File: config.mk
export PLATFORM = sky130hd
export DESIGN_NAME = pipe_stage_reg
export DESIGN_NICKNAME = d
export VERILOG_FILES = /design/src/rtl/pipe_pkg.sv /design/src/rtl/pipe_sat_cnt.sv /design/src/rtl/pipe_stage_reg.sv
export SDC_FILE = /design/constraint.sdc
export NUM_CORES = 1
export LEC_CHECK = 0
export BUFFER_PORTS_ARGS = -buffer_cell sky130_fd_sc_hd__buf_2
export CAP_MARGIN = 25
export CORE_AREA = 2 2 119 121
export DETAILED_ROUTE_END_ITERATION = 6
export DIE_AREA = 0 0 121 123
export GPL_ROUTABILITY_DRIVEN = 0
export GPL_TIMING_DRIVEN = 0
export PLACE_DENSITY = 0.77
export REMOVE_ABC_BUFFERS = 1
export SLEW_MARGIN = 20
export SYNTH_ARGS = -nofsm -noshare
export SYNTH_HDL_FRONTEND = slang
export SYNTH_SLANG_ARGS = --single-unit
File: constraint.sdc
create_clock -name clk -period 3.15 [get_ports clk]
set_input_delay 0 -clock clk [delete_from_list [all_inputs] [get_ports clk]]
set_output_delay 0 -clock clk [all_outputs]
set_load 0.01 [all_outputs]
File: src/rtl/pipe_pkg.sv
// Shared types and constants for the handshaked pipeline-stage register.
package pipe_pkg;

  typedef enum logic [1:0] {
    PS_EMPTY = 2'd0,
    PS_BUSY  = 2'd1,
    PS_FULL  = 2'd2
  } pipe_state_e;

  localparam int PIPE_CTRL_W = 9;
  localparam int PIPE_DATA_W = 133;

  // Control bundle layout, MSB first: RegDst, AluOp[1:0], AluSrc, Branch,
  // MemRead, MemWrite, RegWrite, MemToReg.
  localparam int CTRL_REGDST   = 8;
  localparam int CTRL_ALUOP_HI = 7;
  localparam int CTRL_ALUOP_LO = 6;
  localparam int CTRL_ALUSRC   = 5;
  localparam int CTRL_BRANCH   = 4;
  localparam int CTRL_MEMREAD  = 3;
  localparam int CTRL_MEMWRITE = 2;
  localparam int CTRL_REGWRITE = 1;
  localparam int CTRL_MEMTOREG = 0;

endpackage

File: src/rtl/pipe_sat_cnt.sv
// Saturating up-counter with increment enable and asynchronous active-low clear.
module pipe_sat_cnt #(
  parameter int W = 16
) (
  input  logic         clk,
  input  logic         clr_n,
  input  logic         inc,
  output logic [W-1:0] cnt
);

  always_ff @(posedge clk or negedge clr_n) begin
    if (!clr_n) begin
      cnt <= '0;
    end else if (inc && (cnt != '1)) begin
      cnt <= cnt + 1'b1;
    end
  end

endmodule

File: src/rtl/pipe_stage_reg.sv
// Handshaked pipeline-stage register with flush and saturating stall counter.
// Define PIPE_SKID_EN to add a skid entry and a registered in_ready.
module pipe_stage_reg
  import pipe_pkg::*;
#(
  parameter int CTRL_W = PIPE_CTRL_W,
  parameter int DATA_W = PIPE_DATA_W,
  parameter int CNT_W  = 16
) (
  input  logic              clk,
  input  logic              reset_n,
  input  logic              flush,
  input  logic              in_valid,
  output logic              in_ready,
  input  logic [CTRL_W-1:0] in_ctrl,
  input  logic [DATA_W-1:0] in_data,
  output logic              out_valid,
  input  logic              out_ready,
  output logic [CTRL_W-1:0] out_ctrl,
  output logic [DATA_W-1:0] out_data,
  output logic [CNT_W-1:0]  stall_cnt,
  output logic [1:0]        dbg_state
);

  // Handshake: a transfer happens on a rising clk edge where valid and ready
  // are both 1; valid never depends on ready of the same interface.

  pipe_state_e       state_q, state_d;
  logic              load_m;
  logic [CTRL_W-1:0] m_ctrl;
  logic [DATA_W-1:0] m_data;

`ifdef PIPE_SKID_EN
  logic              load_s;
  logic              m_from_s;
  logic [CTRL_W-1:0] s_ctrl;
  logic [DATA_W-1:0] s_data;

  // Derived from the state register only, so out_ready never reaches in_ready.
  assign in_ready = (state_q != PS_FULL);
`else
  assign in_ready = out_ready | ~out_valid;
`endif

  assign out_valid = (state_q != PS_EMPTY);
  assign out_ctrl  = m_ctrl & {CTRL_W{out_valid}};
  assign out_data  = m_data;
  assign dbg_state = state_q;

  always_comb begin
    state_d = state_q;
    load_m  = 1'b0;
`ifdef PIPE_SKID_EN
    load_s   = 1'b0;
    m_from_s = 1'b0;
`endif
    case (state_q)
      PS_EMPTY: begin
        if (in_valid) begin
          state_d = PS_BUSY;
          load_m  = 1'b1;
        end
      end
      PS_BUSY: begin
        if (out_ready) begin
          if (in_valid) load_m = 1'b1;
          else          state_d = PS_EMPTY;
        end
`ifdef PIPE_SKID_EN
        else if (in_valid) begin
          state_d = PS_FULL;
          load_s  = 1'b1;
        end
`endif
      end
`ifdef PIPE_SKID_EN
      PS_FULL: begin
        if (out_ready) begin
          state_d  = PS_BUSY;
          m_from_s = 1'b1;
        end
      end
`endif
      default: state_d = PS_EMPTY;
    endcase

    // Flush wins: the held entries and any entry offered this cycle are dropped.
    if (flush) begin
      state_d = PS_EMPTY;
      load_m  = 1'b0;
`ifdef PIPE_SKID_EN
      load_s   = 1'b0;
      m_from_s = 1'b0;
`endif
    end
  end

  always_ff @(posedge clk or negedge reset_n) begin
    if (!reset_n) begin
      state_q <= PS_EMPTY;
      m_ctrl  <= '0;
      m_data  <= '0;
    end else begin
      state_q <= state_d;
      if (load_m) begin
        m_ctrl <= in_ctrl;
        m_data <= in_data;
      end
`ifdef PIPE_SKID_EN
      else if (m_from_s) begin
        m_ctrl <= s_ctrl;
        m_data <= s_data;
      end
`endif
    end
  end

`ifdef PIPE_SKID_EN
  always_ff @(posedge clk or negedge reset_n) begin
    if (!reset_n) begin
      s_ctrl <= '0;
      s_data <= '0;
    end else if (load_s) begin
      s_ctrl <= in_ctrl;
      s_data <= in_data;
    end
  end
`endif

  pipe_sat_cnt #(
    .W(CNT_W)
  ) u_stall_cnt (
    .clk   (clk),
    .clr_n (reset_n),
    .inc   (out_valid & ~out_ready),
    .cnt   (stall_cnt)
  );

endmodule

---- Yosys cells after proc, flatten, opt, wreduce, memory -nomap -nowiden ----
Index checks and enable logic that the tools add are counted.
operators by class
  multiplexer cells ....................... 9
  bitwise logic cells ..................... 5
  add/sub/neg operators ................... 1
  reductions and logical operators ........ 4
  equality and inequality tests ........... 5
operators by type and width
  kind                                            count
  adder 16 x 1 -> 16 bit (second input constant)  1
  inequality test 16 bit (second input constant)  1
  AND 9 bit                                       1
  inequality test 3 bit (second input constant)   3
  2-to-1 mux 2 bit                                4
  one-hot mux 2 bit (2 select lines)              1
  2-to-1 mux 1 bit                                3
  AND reduction 3 bit                             1
  == test 2 x 1 -> 1 bit (second input constant)  1
  zero test 2 bit                                 1
  NOT 1 bit                                       2
  one-hot mux 1 bit (2 select lines)              1
  nonzero test 2 bit                              1
  AND 1 bit                                       1
  logical AND 1 bit                               1
  OR 1 bit                                        1
word-level totals
  word-level logic and storage cells ...... 28
  output and inout port bits .............. 162
  bits of input ports ..................... 147
  flip-flop bits (word level) ............. 160

---- Logic depth before layout (Yosys ltp) ----
  depth in word-level cells ............... 4
  mapped depth ............................ 5
  gate-level depth less buffers ........... 5

---- Hierarchy ----
A second synthesis with hierarchy kept.
unflattened totals
  cell total of the unflattened synthesis .. 389
  area, all modules ....................... 6276.0 um^2
modules (own cells, without submodules)
  module          cells each  area an instance (um^2)  sequential area each (um^2)  times used
  pipe_stage_reg  317         5416.4                   3578.4                       1
  pipe_sat_cnt    72          859.6                    400.4                        1

---- Worst setup path after synthesis ----
No wires, ideal clock.
  path kind ............................... reg-to-reg
  from .................................... reg u_stall_cnt.cnt[0]
  to ...................................... reg u_stall_cnt.cnt[1]
  clock period less this slack ............ 1.752 ns
  stages on the path, launching flop included .. 6
  data arrival time ....................... 1.625 ns
  required time ........................... 3.022 ns
  setup slack ............................. 1.398 ns
  setup time .............................. 0.128 ns
  buffers on the path ..................... 0
  path through ............................ dfrtp_1 ha_1 nand3_1 nor4_4 nand2b_1 mux2_1
on the way
  longest elaborated chain between the ends .. 2
  elaborated cells on any way between the ends .. 3
  classes of those cells .................. 1 x add/sub; 1 x eq/ne; 1 x reduce/logical
ends and longest elaborated chain
  what                                                            RTL line            RTL
  start, declared                                                 pipe_sat_cnt.sv:8   output logic [W-1:0] cnt
  start signal, assigned                                          pipe_sat_cnt.sv:15  cnt <= cnt + 1'b1;
  branches (longest 2 deep; another with adder 16 x 1 -> 16 bit)  --
Several ways; the timed one is not identified.
A chain may end at the register's enable or synchronous reset.

---- Worst setup path after layout ----
  from .................................... reg state_q[0], in the netlist dbg_state[0]
  to ...................................... reg m_data[73], in the netlist out_data[73]
on the way
  longest elaborated chain between the ends .. 3
  elaborated cells on any way between the ends .. 4
  classes of those cells .................. 1 x eq/ne; 2 x mux; 1 x reduce/logical
ends and longest elaborated chain
  what                                                              RTL line               RTL
  start, declared                                                   pipe_stage_reg.sv:28   pipe_state_e state_q, state_d;
  start signal, assigned                                            pipe_stage_reg.sv:104  state_q <= state_d;
  == test 2 x 1 -> 1 bit / zero test 2 bit (equally long branches)  pipe_stage_reg.sv:57   case (state_q)
  one-hot mux 1 bit (2 select lines) *                              pipe_stage_reg.sv:57
  2-to-1 mux 1 bit *                                                pipe_stage_reg.sv:88   if (flush) begin
  end signal, assigned                                              pipe_stage_reg.sv:107  m_data <= in_data;
  end, declared                                                     pipe_stage_reg.sv:31   logic [DATA_W-1:0] m_data;
Every way passes the cells marked *; elsewhere a longest branch is shown, timed or not.

==> results list <==
- Antenna Diode Count: 0
* Cts bufs inserted: 17
- Synthesis inferred 159 register bits.
- Net switching is 27.7% of the power.
* Vias after detailed routing: 5096
* Kind of cell with the highest combined delay on the critical path: buffers and inverters
- The worst setup path is launched from a register.
- Netlist area before placement: 6210 sq um
- Wire length per cell after detailed routing: 18.2 um
* Cell type of the slowest stage on the worst timing path: sky130_fd_sc_hd__dfrtp_1
- Total track usage: 25.3%
* Core footprint: 13600 sq um
* Setup repair after global routing missed its margin: no
- Wire length of the first global-routing pass: 28600 um
- In the synthesized netlist, the number of instances is 392.
- Type of destination of the critical path: register
- The count of nets left with antenna violations once routing finished came out at 0.
* Top-area cell type share of the netlist area: 64.1%
- Most used cell along the critical path: sky130_fd_sc_hd__buf_6
* Most instantiated cells after synthesis: 159 x sky130_fd_sc_hd__dfrtp_1, 81 x sky130_fd_sc_hd__mux2_1, 62 x sky130_fd_sc_hd__mux2_2
- Adding up every negative setup slack in the final design gives 0 ns.
- Max H-tree Level: 4
- In this run the deepest clock path goes through 2 buffers.
- Worst min-delay path class: input port to async pin
- In this run, post-CTS repair resized a total of 0 instances.
* Clock skew: 0.00708 ns
* Final worst slack: 0.529 ns
* Number of iterations in the first detailed-routing pass: 4
- Area of all placed cells without fillers: 10000 sq um
- Data on the critical path arrives at its endpoint at 2.90 ns.
- Synth warnings: 0
- Signed area change from the synthesized netlist to the final layout: 61.3%
- Initial core utilization: 45.6%
* Initial DRC count: 260
* Sum of routed wire length over all layers: 19100 um
- Part of the Yosys area used for sequential elements: 64.1%
* Cell type with the largest total area after synthesis: sky130_fd_sc_hd__dfrtp_1
- Internal power consumption: 0.00417 W
- In the final layout, the share of cells above drive strength 1 is 47.6%.
- Worst-path clk slew: 0.06 ns
- In this run the horizontal extent of the chip is 121 um.
* Clock network fraction of total power: 32.5%
* Clock root buffer: sky130_fd_sc_hd__clkbuf_16
- Post-place instance area: 8020 sq um
* P_sw: 0.00160 W
* Comb power frac: 22.3%
- Pin slew with the least headroom to its limit: 0.576 ns
- EDFF count, synth: 0
- Number of endpoints with negative hold slack in the final report: 0
* Slowest stage delay, CP: 0.50 ns
- TritonCTS Sinks: 159
- The critical path starts at dbg_state[0].
* Met1 global-route usage: 26.1%
- P per Cell Area: 577 nW/um^2
- GR Util met2: 48.2%
* Die ar.: 14900 sq um
- Post-CTS timing repair inserted 0 buffers for setup.
* Worst setup path category: register to register
* Global-route met3 utilization: 6.13%
- The share of total power dissipated in sequential elements is 45.2%.
- Clock network latency to the later pin of the worst-skew pair: 0.41 ns
- Headroom to the max-slew limit came out at 61.6%.
- Capturing instance or port of the critical path: out_data[73]
- Required time worst endpoint: 3.43 ns
* Post-layout min period: 2.62 ns
* Die height: 123 um
- Sum of overflow across all layers after global routing: 0
- Count of final setup violators: 0
- Count of maximum capacitance violations: 0
- Critical R2R Launch: dbg_state[0]
* # hold bufs at CTS: 146
* Total placed cells including tap cells: 872
- Number of fill cells in the layout: 840
* Per-instance average area after synthesis: 15.8 sq um
- The finished layout holds 1047 standard cells, fillers aside.
- Cells traversed along the worst timing path: nor2b_4, nor3b_4, buf_6, buf_6, buf_8, buf_6, buf_8, mux2_1
- The worst-case IR drop observed on VDD is 441 uV.
- Input and output buffers added on the ports amount to 307.
* HPWL after detailed placement: 11100 um
- Along the worst path, the maximum fanout reaches 16.
* Endpoint of the lowest-slack register-to-register path: out_data[73]
- The analysis attributes to cell leakage a power of 4.91 nW.
* Vias in the first global route: 5600
- Count of different cell masters after synthesis: 33
* Largest cells by area after synthesis: sky130_fd_sc_hd__dfrtp_1 64%, sky130_fd_sc_hd__mux2_1 15%, sky130_fd_sc_hd__mux2_2 11%
- Overall power consumption after layout is estimated at 0.00578 W.
- Outcome: complete, no violations
- After layout, the worst path uses 83.2% of the clock period.
* Gr busiest metal: met2
- Cells on worst reg2reg path: 8
* Largest net degree at the start of global routing: 85
- Antenna violations before repair: 0
* Post-DR vias/cell: 4.87
* Setup Slack @ Placement: 0.597 ns
- By instance count, the leading cell after synthesis is sky130_fd_sc_hd__dfrtp_1.
* Standard-cell row count: 43
- In this run the count of I/O pins placed on the die edge is 309.
- For this run, asynchronously set or reset flops after synthesis account for 100%.
- Static timing analysis puts the maximum clock frequency at 0.382 GHz.
- Among all flip-flop cells after synthesis, the most frequent one is sky130_fd_sc_hd__dfrtp_1.
* WP buf/inv: 5
- TritonCTS built the clock tree.
- Critical Path Stages: 8
- DRC violation count after routing: 0
- The final layout contains 1005 nets.
* Final Slew Violations: 0
* Register-to-register setup slack: 0.53 ns
[final cells by class]
cell class                 instances  area (sq um)  share of cell area, %
timing repair buffer             464          3160                   31.6
multi-input combinational        213          2110                   21.1
tap                              180           225                   2.25
clock buffer                      22           464                   4.64
clock inverter                     7          65.1                  0.650
inverter                           2          7.51                 0.0750
sequential                       159          3980                   39.7
[power groups by stage]
stage          Clock (W)  Sequential, W  Combinational, W
3_5_place_dp           0        0.00262           0.00110
6_report         0.00188        0.00261           0.00129
2_1_floorplan          0        0.00276          0.000367
4_1_cts          0.00190        0.00259           0.00125
5_1_grt          0.00201        0.00265           0.00137
3_3_place_gp           0        0.00259           0.00107
[layout by cell type (no fill, tap or decap), types with 2 or more instances in the layout]
cell,n
sky130_fd_sc_hd__clkbuf_16,17
sky130_fd_sc_hd__nor2_1,8
sky130_fd_sc_hd__clkinvlp_4,2
sky130_fd_sc_hd__nand4_1,3
sky130_fd_sc_hd__a21oi_1,2
sky130_fd_sc_hd__xor2_1,9
sky130_fd_sc_hd__and3_1,4
sky130_fd_sc_hd__nand2_1,5
sky130_fd_sc_hd__xnor2_1,5
sky130_fd_sc_hd__clkinv_2,4
sky130_fd_sc_hd__dfrtp_1,159
sky130_fd_sc_hd__mux2_2,62
sky130_fd_sc_hd__clkbuf_1,3
sky130_fd_sc_hd__clkbuf_8,2
sky130_fd_sc_hd__and2_1,10
sky130_fd_sc_hd__nor3_1,5
sky130_fd_sc_hd__nand3_1,4
sky130_fd_sc_hd__mux2_1,81
sky130_fd_sc_hd__buf_6,6
sky130_fd_sc_hd__buf_8,5
sky130_fd_sc_hd__buf_2,306
sky130_fd_sc_hd__dlygate4sd3_1,146
[how the worst min path moves through the flow]
stage | startpoint | to | slack (ns) | cells after the start
final | reset_n | out_data[90] | 0.13 | 2
after global routing | in_valid | out_data[19] | 0.14 | 3
after detailed placement | reset_n | out_data[84] | 0.008 | 1
after floorplan | reset_n | dbg_state[0] | -0.30 | 0
after global placement | flush | dbg_state[0] | 0.20 | 2
after CTS | in_valid | m_ctrl[7] | 0.11 | 3
[metal layers]
metal  vias to the layer above  wire, um
met5                         -         0
met1                      2519      6660
met3                        51      1140
li1                       2308         -
met2                       218     10600
met4                         0       646
[registers in the layout, summed over array words and instances (netlist names)]
name and count:
m_ctrl 9, u_stall_cnt.cnt 16, out_data 133, dbg_state 1
[metrics by stage]
step / hold slack, ns / utilization (%)
after global placement: 0.197 / 57.7
after CTS: 0.108 / 73.6
after floorplan: -0.296 / -
final: 0.129 / 73.6
after detailed placement: 0.00834 / 58.9
after global routing: 0.143 / 73.6
[kinds of logic after synthesis]
logic type / share of synthesized area [%]
other: 0.0604
XOR/XNOR: 1.98
buffers and inverters: 2.00
flip-flops: 64.1
AND/OR/NAND/NOR: 5.56
multiplexers: 25.9
AO/OA/AOI/OAI: 0.161
adder cells (fa/ha/maj): 0.202
Power figures use the tool's default switching activity.
